## config.mk

```make
export PLATFORM = sky130hd
export DESIGN_NAME = pic_aux_io_regs
export DESIGN_NICKNAME = d
export VERILOG_FILES = /design/src/rtl/pic_aux_io_regs.sv
export SDC_FILE = /design/constraint.sdc
export NUM_CORES = 1
export LEC_CHECK = 0
export CORE_MARGIN = 10
export CORE_UTILIZATION = 35
export CTS_CLUSTER_DIAMETER = 80
export DETAILED_ROUTE_END_ITERATION = 8
export GPL_TIMING_DRIVEN = 0
export HOLD_SLACK_MARGIN = 0.12
export PLACE_DENSITY_LB_ADDON = 0.08
export SLEW_MARGIN = 20
export SYNTH_ARGS = -nofsm -noshare
export SYNTH_HDL_FRONTEND = slang
export SYNTH_SLANG_ARGS = --single-unit
```

## constraint.sdc

```tcl
create_clock -name clk -period 2.1 [get_ports clk]
set_clock_uncertainty 0.15 [all_clocks]
set_input_delay 0.315 -clock clk [delete_from_list [all_inputs] [get_ports clk]]
set_output_delay 0.315 -clock clk [all_outputs]
set_load 0.005 [all_outputs]
```

## src/rtl/pic_aux_io_regs.sv

```systemverilog
// Aux-bus register block for the PIC14 core: LED latch, debounced pushbuttons, sticky press flags, IRQ.
// Optional 16-bit prescaled timer at offsets 3..5 is built only when PIC_AUX_TIMER_EN is defined.
module pic_aux_io_regs #(
    parameter logic [15:0] BASE_ADDR       = 16'h0000,
    parameter int unsigned NUM_PB          = 4,
    parameter int unsigned DEBOUNCE_CYCLES = 5000,
    parameter int unsigned PRESCALE        = 1000
) (
    input  logic              clk,
    input  logic              reset_n,
    input  logic [15:0]       aux_adr_i,
    input  logic [7:0]        aux_dat_i,
    input  logic              aux_we_i,
    input  logic              aux_re_i,
    output logic [7:0]        aux_dat_o,
    output logic              aux_dat_oe,
    input  logic [NUM_PB-1:0] pb_n_i,
    output logic [7:0]        led_o,
    output logic              irq_o
);

    localparam int unsigned    DW      = $clog2(DEBOUNCE_CYCLES);
    localparam logic [DW-1:0]  DB_LAST = DW'(DEBOUNCE_CYCLES - 1);

    logic [15:0]       offset;
    logic              hit;
    logic [2:0]        off;
    logic              wr;
    logic [7:0]        rd_data;

    logic [NUM_PB-1:0] pb_meta;
    logic [NUM_PB-1:0] pb_sync;
    logic [NUM_PB-1:0] pb_deb;
    logic [NUM_PB-1:0] pb_deb_next;
    logic [NUM_PB-1:0] pb_rise;
    logic [NUM_PB-1:0] pb_edge;
    logic [NUM_PB-1:0] pb_w1c;
    logic [DW-1:0]     db_cnt [NUM_PB];
    logic [7:0]        pb_state8;
    logic [7:0]        pb_edge8;

    logic [7:0]        tmr_lo_rd;
    logic [7:0]        tmr_hi_rd;
    logic [7:0]        tmr_ctrl_rd;
    logic              tmr_irq;

    // Modular subtraction keeps the decode correct for any BASE_ADDR, including near 16'hFFFF.
    assign offset = aux_adr_i - BASE_ADDR;
    assign hit    = (offset < 16'd6);
    assign off    = offset[2:0];
    assign wr     = aux_we_i & hit;

    always_ff @(posedge clk or negedge reset_n) begin
        if (!reset_n) begin
            led_o <= '0;
        end else if (wr && off == 3'd0) begin
            led_o <= aux_dat_i;
        end
    end

    always_ff @(posedge clk or negedge reset_n) begin
        if (!reset_n) begin
            pb_meta <= '0;
            pb_sync <= '0;
        end else begin
            pb_meta <= ~pb_n_i;
            pb_sync <= pb_meta;
        end
    end

    // A bit is accepted after DEBOUNCE_CYCLES consecutive clocks of disagreement with the debounced value.
    always_comb begin
        pb_deb_next = pb_deb;
        for (int unsigned i = 0; i < NUM_PB; i++) begin
            if (pb_sync[i] != pb_deb[i] && db_cnt[i] == DB_LAST) begin
                pb_deb_next[i] = pb_sync[i];
            end
        end
    end

    assign pb_rise = pb_deb_next & ~pb_deb;
    assign pb_w1c  = (wr && off == 3'd2) ? aux_dat_i[NUM_PB-1:0] : '0;

    always_ff @(posedge clk or negedge reset_n) begin
        if (!reset_n) begin
            pb_deb  <= '0;
            pb_edge <= '0;
            for (int unsigned i = 0; i < NUM_PB; i++) begin
                db_cnt[i] <= '0;
            end
        end else begin
            pb_deb  <= pb_deb_next;
            pb_edge <= (pb_edge & ~pb_w1c) | pb_rise;
            for (int unsigned i = 0; i < NUM_PB; i++) begin
                if (pb_sync[i] == pb_deb[i] || db_cnt[i] == DB_LAST) begin
                    db_cnt[i] <= '0;
                end else begin
                    db_cnt[i] <= db_cnt[i] + 1'b1;
                end
            end
        end
    end

    always_comb begin
        pb_state8 = '0;
        pb_edge8  = '0;
        pb_state8[NUM_PB-1:0] = pb_deb;
        pb_edge8[NUM_PB-1:0]  = pb_edge;
    end

`ifdef PIC_AUX_TIMER_EN
    localparam int unsigned   PW       = (PRESCALE > 1) ? $clog2(PRESCALE) : 1;
    localparam logic [PW-1:0] PRE_LAST = PW'(PRESCALE - 1);

    logic [PW-1:0] presc;
    logic [15:0]   timer;
    logic [7:0]    tmr_snap;
    logic          tmr_en;
    logic          tmr_mask;
    logic          tmr_ovf;
    logic          re_q;
    logic          ctrl_wr;
    logic          tmr_clr;
    logic          tick;

    assign ctrl_wr = wr && off == 3'd5;
    assign tmr_clr = ctrl_wr && aux_dat_i[1];
    assign tick    = tmr_en && presc == PRE_LAST;

    always_ff @(posedge clk or negedge reset_n) begin
        if (!reset_n) begin
            presc    <= '0;
            timer    <= '0;
            tmr_snap <= '0;
            tmr_en   <= 1'b0;
            tmr_mask <= 1'b0;
            tmr_ovf  <= 1'b0;
            re_q     <= 1'b0;
        end else begin
            re_q <= aux_re_i;
            if (aux_re_i && !re_q && hit && off == 3'd3) begin
                tmr_snap <= timer[15:8];
            end
            if (ctrl_wr) begin
                tmr_en   <= aux_dat_i[0];
                tmr_mask <= aux_dat_i[6];
            end
            if (tmr_clr) begin
                presc <= '0;
                timer <= '0;
            end else if (tmr_en) begin
                presc <= tick ? '0 : presc + 1'b1;
                if (tick) begin
                    timer <= timer + 16'd1;
                end
            end
            // Overflow set outranks a same-cycle W1C; a clear write suppresses the wrap entirely.
            if (tick && !tmr_clr && timer == 16'hFFFF) begin
                tmr_ovf <= 1'b1;
            end else if (ctrl_wr && aux_dat_i[7]) begin
                tmr_ovf <= 1'b0;
            end
        end
    end

    assign tmr_lo_rd   = timer[7:0];
    assign tmr_hi_rd   = tmr_snap;
    assign tmr_ctrl_rd = {tmr_ovf, tmr_mask, 5'b00000, tmr_en};
    assign tmr_irq     = tmr_ovf & tmr_mask;
`else
    assign tmr_lo_rd   = 8'h00;
    assign tmr_hi_rd   = 8'h00;
    assign tmr_ctrl_rd = 8'h00;
    assign tmr_irq     = 1'b0;
`endif

    always_comb begin
        rd_data = 8'h00;
        case (off)
            3'd0:    rd_data = led_o;
            3'd1:    rd_data = pb_state8;
            3'd2:    rd_data = pb_edge8;
            3'd3:    rd_data = tmr_lo_rd;
            3'd4:    rd_data = tmr_hi_rd;
            3'd5:    rd_data = tmr_ctrl_rd;
            default: rd_data = 8'h00;
        endcase
    end

    assign aux_dat_oe = reset_n & aux_re_i & hit;
    assign aux_dat_o  = aux_dat_oe ? rd_data : 8'h00;

    always_ff @(posedge clk or negedge reset_n) begin
        if (!reset_n) begin
            irq_o <= 1'b0;
        end else begin
            irq_o <= (|pb_edge) | tmr_irq;
        end
    end

endmodule

```

==> results of run 1 <==
[registers in the layout, indices dropped and copies added, names as in the netlist]
register and flops:
db_cnt 52, led_o 8, pb_deb 4, pb_edge 4
pb_meta 4, pb_sync 4, irq_o 1
[where the power goes]
group / internal, mW / switching, mW
Clock: 0.451 / 0.530
Sequential: 1.51 / 0.0207
Combinational: 0.113 / 0.103
Total: 2.07 / 0.654
[cells by family (layout without fill, tap and decap cells)]
logic type | count (synthesis) | after routing
fa+ha+maj | 4 | 4
mux | 16 | 16
simple gates | 173 | 173
xor+xnor | 46 | 46
flops | 77 | 77
compound gates | 17 | 17
buf+inv | 21 | 107
[critical path: stages]
cell	delay, ns
buf_6	0.09
or4_4	0.54
buf_6	0.14
a2111oi_4	0.30
buf_4	0.19
buf_6	0.08
and2_4	0.13
buf_6	0.09
[how the worst min path moves through the flow]
| stage | start | end | slack, ns | cells after the start |
|---|---|---|---|---|
| 3_5_place_dp | reset_n | db_cnt[8] | 0.15 | 1 |
| 5_1_grt | pb_meta[1] | pb_sync[1] | 0.21 | 0 |
| 3_3_place_gp | pb_meta[2] | pb_sync[2] | 0.18 | 0 |
| 2_1_floorplan | reset_n | db_cnt[0] | -0.13 | 0 |
| 4_1_cts | pb_meta[3] | pb_sync[3] | 0.20 | 0 |
| 6_report | pb_meta[1] | pb_sync[1] | 0.20 | 0 |
[what timing repair did]
action                                  CTS  global route
gates cloned                              3             0
buffers inserted                         16             3
endpoints found under the setup margin   51            63
hold buffers                              3             0
resized for setup                        86            18
pin swaps                                15            14
endpoints found under the hold margin    77             0
[cells in the final DEF (no fill, tap or decap), types with 4 or more instances in the layout]
master and instances:
ha_1 4, o21ai_0 7, clkbuf_8 10, nand3_1 12, mux2_2 12, xor2_1 13, inv_1 14, clkbuf_2 6
nor2_1 59, dfrtp_1 77, clkbuf_1 4, buf_2 7, nor4_1 5, mux2i_1 4, and3_1 5, nand2_1 19
nand4_1 16, buf_4 14, xnor2_1 33, buf_6 11, and2_1 7, clkdlybuf4s50_1 24, nor3_1 17, nand2b_1 6
[metal layers]
metal,global-route usage,routed length (um),vias to the layer above
li1,-,-,1383
met1,0.1598,4082,1341
met2,0.1787,3799,61
met3,0.05967,750,9
met4,0.04345,104,0
met5,0,0,-
[through the flow]
step | hold slack, ns | worst slack [ns] | setup TNS, ns
6_report | 0.1983 | -0.2486 | -1.451
5_1_grt | 0.2099 | -0.2958 | -2.189
4_1_cts | 0.2042 | -0.2559 | -1.943
3_5_place_dp | 0.1457 | -1.605 | -23.70
3_3_place_gp | 0.1817 | -4.165 | -228.50
2_1_floorplan | -0.1306 | -0.002434 | -0.01948
[final cells by class]
| type | count | area share |
|---|---|---|
| Buffer | 5 | 0.007009 |
| Clock buffer | 11 | 0.02934 |
| Clock inverter | 4 | 0.005192 |
| Inverter | 14 | 0.01090 |
| Multi-Input combinational cell | 256 | 0.3567 |
| Sequential cell | 77 | 0.3998 |
| Tap cell | 136 | 0.03531 |
| Timing Repair Buffer | 73 | 0.1558 |
==> results.md, run 1 <==
* Outcome: finished with violations
* Failing checks: setup timing
* Setup slack, reg-to-reg at 0.16 ns
* Die Wd at 122.1 um
* ANT nets after route at 0
* Global-route wire length before repair at 14570 um
* Synth Area in XOR/XNOR at 0.1105
* Root Driver: clkbuf_8
* Number of global-route vias before repair at 2843
* Ys Warns at 0
* Setup Viol. Count Final at 10
* Slew margin rel. at 0.4410
* Final core utilization at 0.4711
* Initial antenna violation count at 0
* Synthesized area at 0.003647 sq mm
* Full die area at 0.01490 sq mm
* GR Overflow Total at 0
* DP HPWL at 5815 um
* Initial core utilization at 0.3565
* Most frequent cell after synthesis: dfrtp_1
* Worst r2r src: db_cnt[10]
* DRC viols at 0
* Max-slew violation count at 0
* FILL cells at 973
* Actual slew at the worst max-slew pin at 0.8358 ns
* Clock Tree Buf Depth at 2
* Vias/cell at 4.851
* Clock Latency Late Sink at 0.35 ns
* CORE AREA at 0.01023 sq mm
* Crit path to: aux_dat_o[2]
* CP endpoint kind: output port
* Worst r2r dst: db_cnt[7]
* Post-Layout Inst Area at 0.004820 sq mm
* Number of distinct library cells after synthesis at 35
* Mux cell area share after synthesis at 0.04803
* I/O Buffers at 47
* Layout cell share with drive strength beyond 1 at 0.1955
* Largest family of logic cells by synthesized area: simple AND/OR/NAND/NOR gates
* Vias at 2794
* Synth top area cells: dfrtp_1 (53%), xnor2_1 (7.9%), nor2_1 (6.2%), mux2_2 (3.7%), xor2_1 (3.1%)
* Wire length per cell at 15.17 um
* Crit Path Max Fanout at 3
* Post-synthesis simple-gate area fraction at 0.2456
* Worst-case vdd ir drop at 0.3234 mV
* Max-cap viol count at 0
* Seq/Total Area, Yosys at 0.5283
* Max Fclk at 0.4258 GHz
* Worst endpoint required time at 1.63 ns
* R2r worst-path depth at 5
* Synth top cells by count: dfrtp_1 (77), nor2_1 (60), xnor2_1 (33)
* Area of the multi-input gates at 0.001719 sq mm
* Worst setup startpoint: aux_adr_i[6]
* Total leakage power at 2.085 nW
* Drt initial violations at 102
* DP Area at 0.004313 sq mm
* Share of the synthesized area in the top cell type at 0.5283
* Final Non-Filler Cells at 576
* Total wire length at 8737 um
* Dominant synthesized flop cell: dfrtp_1
* H-tree lvl count at 3
* Final min period at 2.349 ns
* Final net count at 472
* Register Area at 0.001927 sq mm
* Yosys reg bits at 77
* CTS clk-pin slew, worst paths at 0.08 ns
* GP Congestion at 0.7569
* Async set-or-reset flop fraction in the synthesized netlist at 1.000
* First-pass DRT Iterations at 4
* Tot GR Track Use at 0.1244
* Area leader, netlist: dfrtp_1
* Post-synth EDFFs at 0
* Placed cell count at 538
* CTS buffer count at 9
* CTS tree: built
* Worst Path Arrival at 1.88 ns
* Post-Syn Nets at 390
* Hold Vio Cnt, Final at 0
* Final Cycle Share at 1.118
* Sink Count at 77
* Compound-cell area share of the yosys netlist at 0.03156
* Die H at 122.1 um
* Adder-cell share of the synthesized area at 0.01372
* Row count at 37
* Cells after synthesis at 354
* PD cells at 565.6 mW/mm^2
* Largest net degree at the start of global routing at 24
* Startpoint Class: input port
* Syn Area/Cell at 10.30 sq um
* Setup WS post-layout at -0.2486 ns
* RSZ-0062 raised after global routing: true
* Synthesis-to-finish area growth at 32.14%
* # IOs at 50
* Total power at 2.726 mW
* Worst min-delay path class: reg -> reg
* Antenna Cells at 0
* Setup Crit Path Kind: in -> out
Power figures use the tool's default switching activity.
==> run 2: changes to the inputs <==
--- a/config.mk
+++ b/config.mk
@@ -12,6 +12,7 @@
 export GPL_TIMING_DRIVEN = 0
 export HOLD_SLACK_MARGIN = 0.12
 export PLACE_DENSITY_LB_ADDON = 0.08
+export SETUP_SLACK_MARGIN = 0.05
 export SLEW_MARGIN = 20
 export SYNTH_ARGS = -nofsm -noshare
 export SYNTH_HDL_FRONTEND = slang
==> results.md, run 2 (synthesis results as in run 1) <==
* Outcome: finished with violations
* Failing checks: setup timing
* Drt initial violations at 101 (-0.98%)
* Hold Vio Cnt, Final at 0 (unchanged)
* Antenna Cells at 0 (unchanged)
* Most flop-heavy register: db_cnt
* Vias at 2804 (+0.36%)
* CTS tree: built
* Final core utilization at 0.4741 (+0.003058)
* Sink Count at 77 (unchanged)
* Global-route wire length before repair at 14300 um (-1.9%)
* Setup TNS at -1.590 ns (-0.1389 ns)
* DP Area at 0.004305 sq mm (-0.17%)
* Max reg flops at 52 (unchanged)
* Largest net degree at the start of global routing at 42 (+75%)
* Root Driver: clkbuf_8
* I/O Buffers at 47 (unchanged)
* Final min period at 2.354 ns (+0.005778 ns)
* Register Area at 0.001927 sq mm (unchanged)
* Post-Place Worst Slack at -1.544 ns (+0.06104 ns)
* Number of global-route vias before repair at 2829 (-0.49%)
* Largest regs: db_cnt: 52 flops, led_o: 8 flops
* Slew margin rel. at 0.5983 (+0.1573)
* Clock Tree Buf Depth at 2 (unchanged)
* Worst-case vdd ir drop at 0.4346 mV (+34%)
* Synthesis-to-finish area growth at 33.00%
* Startpoint Class: input port
* Max-cap viol count at 0 (unchanged)
* Initial antenna violation count at 0 (unchanged)
* GP Congestion at 0.7490 (-1.0%)
* CORE AREA at 0.01023 sq mm (unchanged)
* Final Cycle Share at 1.121 (+0.002751)
* Worst min-delay path class: reg -> reg
* Final net count at 470 (-0.42%)
* First-pass DRT Iterations at 4 (unchanged)
* Post-Layout Inst Area at 0.004851 sq mm (+0.65%)
* Die Wd at 122.1 um (unchanged)
* Total leakage power at 2.100 nW (+0.72%)
* Die H at 122.1 um (unchanged)
* PD cells at 630.1 mW/mm^2 (+11%)
* GR Overflow Total at 0 (unchanged)
* Setup Viol. Count Final at 9 (-1)
* Commonest cells after routing, fill and taps aside: dfrtp_1 (77), nor2_1 (59), xnor2_1 (33)
* RSZ-0062 raised after global routing: true
* Clock Latency Late Sink at 0.36 ns (about the same)
* Max Fclk at 0.4247 GHz (-0.25%)
* Vias/cell at 4.877 (+0.53%)
* # IOs at 50 (unchanged)
* Setup WS post-layout at -0.2544 ns (-0.005778 ns)
* CTS buffer count at 9 (unchanged)
* Total wire length at 8598 um (-1.6%)
* DRC viols at 0 (unchanged)
* CP endpoint kind: output port
* Setup Crit Path Kind: in -> out
* Total power at 3.057 mW (+12%)
* DP HPWL at 5857 um (+0.71%)
* Max-slew violation count at 0 (unchanged)
* Initial core utilization at 0.3565 (unchanged)
* Commonest non-fill, non-tap cell in the layout: dfrtp_1
* Wire length per cell at 14.95 um (-1.4%)
* FILL cells at 1002 (+3.0%)
* H-tree lvl count at 3 (unchanged)
* Worst Path Arrival at 1.89 ns (about the same)
* Crit Path Max Fanout at 2 (-1)
* Worst endpoint required time at 1.63 ns (about the same)
* Row count at 37 (unchanged)
* Tot GR Track Use at 0.1223 (-0.002064)
* Full die area at 0.01490 sq mm (unchanged)
* ANT nets after route at 0 (unchanged)
* CTS clk-pin slew, worst paths at 0.08 ns (about the same)
* Actual slew at the worst max-slew pin at 0.6026 ns (-0.2332 ns)
* Area of the multi-input gates at 0.001733 sq mm (+0.80%)
* Layout cell share with drive strength beyond 1 at 0.2118 (+0.01639)
==> run 2: cell types whose count changed in the layout (fill, tap and decap cells not counted), moves of 3 or more <==
cell and change:
and2_1 -3, and2_4 +3, buf_12 +4, buf_6 +5
bufbuf_16 -3, clkbuf_8 +3
==> run 2: cell type report <==
type,count,share of cell area
flip-flops and latches,77,0.3972
clock inverters,3,0.01341
clock buffers,13,0.03688
well taps,136,0.03508
repair buffers,70,0.1408
multi-input cells,256,0.3572
inverters,14,0.01083
plain buffers,6,0.008512
==> run 2: worst max-delay path, stage by stage <==
cell	delay, ns
buf_6	0.09
or4_4	0.54
or3_4	0.36
nor3_4	0.16
buf_6	0.13
buf_6	0.08
and2_4	0.12
buf_6	0.09
==> run 2: worst paths after layout <==
| kind | endpoint | slack [ns] | cells after the start | from |
|---|---|---|---|---|
| max | aux_dat_o[6] | -0.25 | 8 | aux_adr_i[7] |
| min | pb_sync[0] | 0.20 | 0 | pb_meta[0] |
| max reg2reg | db_cnt[16] | 0.11 | 5 | db_cnt[23] |
| min reg2reg | pb_sync[0] | 0.20 | 0 | pb_meta[0] |
| max in group asynchronous | pb_sync[2] | 0.99 | 4 | reset_n |
| min in group asynchronous | db_cnt[7] | 0.34 | 3 | reset_n |
==> run 2: repair_timing <==
action | CTS | global route
hold buffers | 2 | 0
pin swaps | 16 | 9
endpoints found under the setup margin | 60 | 28
buffers inserted | 16 | 4
endpoints found under the hold margin | 77 | 0
gates resized for setup | 84 | 33
==> run 2: metrics by stage <==
step,std cells,hold WS [ns]
after floorplan,354,-0.1306
after CTS,571,0.1960
after global routing,575,0.1998
after detailed placement,538,0.1708
after global placement,537,0.1838
final,575,0.2004
==> run 2: where the power goes <==
| group | internal [mW] | switching, mW |
|---|---|---|
| clock | 0.797 | 0.542 |
| sequential | 1.51 | 0.0203 |
| combinational | 0.0909 | 0.0985 |
==> run 2: metal layers <==
layer,up-vias,global-route usage,routed length (um)
met3,9,0.05920,692
met1,1360,0.1567,4012
met2,58,0.1733,3777
met4,0,0.04860,116
met5,-,0,0
li1,1377,-,-
==> run 3: changes to the inputs <==
--- a/config.mk
+++ b/config.mk
@@ -13,7 +13,7 @@
 export HOLD_SLACK_MARGIN = 0.12
 export PLACE_DENSITY_LB_ADDON = 0.08
 export SETUP_SLACK_MARGIN = 0.05
-export SLEW_MARGIN = 20
+export SLEW_MARGIN = 40
 export SYNTH_ARGS = -nofsm -noshare
 export SYNTH_HDL_FRONTEND = slang
 export SYNTH_SLANG_ARGS = --single-unit
==> results.md, run 3 (synthesis results as in run 1) <==
* Outcome: finished with violations
* Failing checks: setup timing
* CTS buffer count at 9 (unchanged)
* H-tree lvl count at 3 (unchanged)
* Hold Path Stages at 0 (unchanged)
* Logic pwr share at 0.067 (+0.005)
* Drt initial violations at 111 (+9.9%)
* Max-cap viol count at 0 (unchanged)
* Layout cell share with drive strength beyond 1 at 0.2187 (+0.006834)
* Worst endpoint required time at 1.63 ns (about the same)
* CP endpoint kind: output port
* Clock power frac at 0.421 (-0.017)
* Final Non-Filler Cells at 575 (unchanged)
* Final min period at 2.310 ns (-0.04406 ns)
* Worst Path Arrival at 1.85 ns (-0.04 ns)
* Hold Vio Cnt, Final at 0 (unchanged)
* Switch Pwr at 0.6480 mW (-1.9%)
* Worst r2r dst: pb_deb[2]
* Worst r2r src: db_cnt[23]
* Register share of total power at 0.512 (+0.012)
* I/O Buffers at 47 (unchanged)
* Cell internal pwr at 2.336 mW (-2.5%)
* Row count at 37 (unchanged)
* R2r worst-path depth at 3 (-2)
* Max-slew violation count at 0 (unchanged)
* Worst min-delay path class: reg -> reg
* CORE AREA at 0.01023 sq mm (unchanged)
* Startpoint Class: input port
* Antenna Cells at 0 (unchanged)
* Slew margin rel. at 0.6019 (+0.003606)
* Final Cycle Share at 1.100 (-0.02098)
* Commonest non-fill, non-tap cell in the layout: dfrtp_1
* Most flop-heavy register: db_cnt
* Vias at 2785 (-0.68%)
* Setup Viol. Count Final at 16 (+7)
* DP HPWL at 5842 um (-0.24%)
* GP Congestion at 0.7490 (unchanged)
* Largest regs: db_cnt: 52 flops, led_o: 8 flops
* RSZ-0062 raised after global routing: true
* Setup WS post-layout at -0.2103 ns (+0.04406 ns)
* Wire length per cell at 14.70 um (-1.7%)
* Setup slack, reg-to-reg at 0.15 ns (+0.04 ns)
* Final core utilization at 0.4798 (+0.005625)
* Hold_ws at 0.1992 ns (-0.001217 ns)
* Hold Path Origin: pb_meta[1]
* GR Overflow Total at 0 (unchanged)
* Global-route wire length before repair at 14140 um (-1.1%)
* Worst-case vdd ir drop at 0.3807 mV (-12%)
* Total wire length at 8454 um (-1.7%)
* PD cells at 607.9 mW/mm^2 (-3.5%)
* Total power at 2.984 mW (-2.4%)
* Root Driver: clkbuf_8
* Clock Tree Buf Depth at 2 (unchanged)
* ANT nets after route at 0 (unchanged)
* Die Wd at 122.1 um (unchanged)
* Actual slew at the worst max-slew pin at 0.5972 ns (-0.005410 ns)
* Clock Latency Late Sink at 0.35 ns (about the same)
* Crit Path Max Fanout at 3 (+1)
* Initial core utilization at 0.3565 (unchanged)
* Sw Ratio at 0.2172 (+0.001103)
* First-pass DRT Iterations at 4 (unchanged)
* Initial antenna violation count at 0 (unchanged)
* Post-Layout Inst Area at 0.004908 sq mm (+1.2%)
* Largest net degree at the start of global routing at 42 (unchanged)
* Final net count at 470 (unchanged)
* Worst Hold Endpoint: pb_sync[1]
* # IOs at 50 (unchanged)
* Commonest cells after routing, fill and taps aside: dfrtp_1 (77), nor2_1 (59), xnor2_1 (33)
* Post-Place Worst Slack at -1.377 ns (+0.1674 ns)
* Full die area at 0.01490 sq mm (unchanged)
* CTS tree: built
* DRC viols at 0 (unchanged)
* Sink Count at 77 (unchanged)
* Tot GR Track Use at 0.1197 (-0.002618)
* Total leakage power at 2.110 nW (+0.47%)
* Synthesis-to-finish area growth at 34.58%
* Max Fclk at 0.4328 GHz (+1.9%)
* DP Area at 0.004310 sq mm (+0.12%)
* Vias/cell at 4.843 (-0.68%)
* Number of global-route vias before repair at 2784 (-1.6%)
* Max reg flops at 52 (unchanged)
* Setup Crit Path Kind: in -> out
* Placed cell count at 538 (unchanged)
* Die H at 122.1 um (unchanged)
* CTS clk-pin slew, worst paths at 0.08 ns (about the same)
* Setup TNS at -1.822 ns (-0.2322 ns)
==> run 3: worst max-delay path: stages <==
cell and delay [ns]:
buf_6 0.09, or4_4 0.54, or3_4 0.37, nor3_4 0.19, buf_6 0.14, and2_4 0.13
buf_6 0.09
==> run 3: routing by layer <==
layer	part of all wire	up-vias	track usage
met5	0	-	0
met4	0.012	0	0.03976
met3	0.074	8	0.05412
met2	0.44	57	0.1713
met1	0.47	1346	0.1572
li1	-	1374	-
==> run 3: final cells by class <==
type,instances,area [sq um]
fill,1000,5323
timing repair buffer,69,675.6
clock inverter,4,70.07
buffer,7,46.29
inverter,14,52.55
tap,136,170.2
multi-input combinational,256,1812
sequential,77,1927
clock buffer,12,155.1
==> run 3: how the worst max path moves through the flow <==
stage                        from           end  slack [ns]  cells past startpoint
detailed placement  aux_adr_i[14]  aux_dat_o[1]       -1.38                      6
finish              aux_adr_i[11]  aux_dat_o[4]       -0.21                      7
global placement          reset_n  aux_dat_o[0]       -4.14                      6
CTS                  aux_adr_i[7]  aux_dat_o[4]       -0.29                      7
floorplan           aux_adr_i[11]      led_o[0]      -0.002                      4
global route        aux_adr_i[14]  aux_dat_o[3]       -0.28                      9
==> run 3: power by group through the flow <==
stage                     Sequential (mW)  Combinational, mW  Clock [mW]
after floorplan                      1.55             0.0657           0
after global placement               1.56              0.171           0
after detailed placement             1.56              0.177           0
after CTS                            1.53              0.196        1.32
after global routing                 1.53              0.224        1.37
final                                1.53              0.199        1.26
==> run 3: timing repair <==
item,4_1_cts,5_1_grt
gates cloned,0,0
hold buffers,2,0
resized for setup,93,44
setup buffers,16,3
hold endpoints to repair,77,0
pin swaps,15,13
setup endpoints to repair,53,56
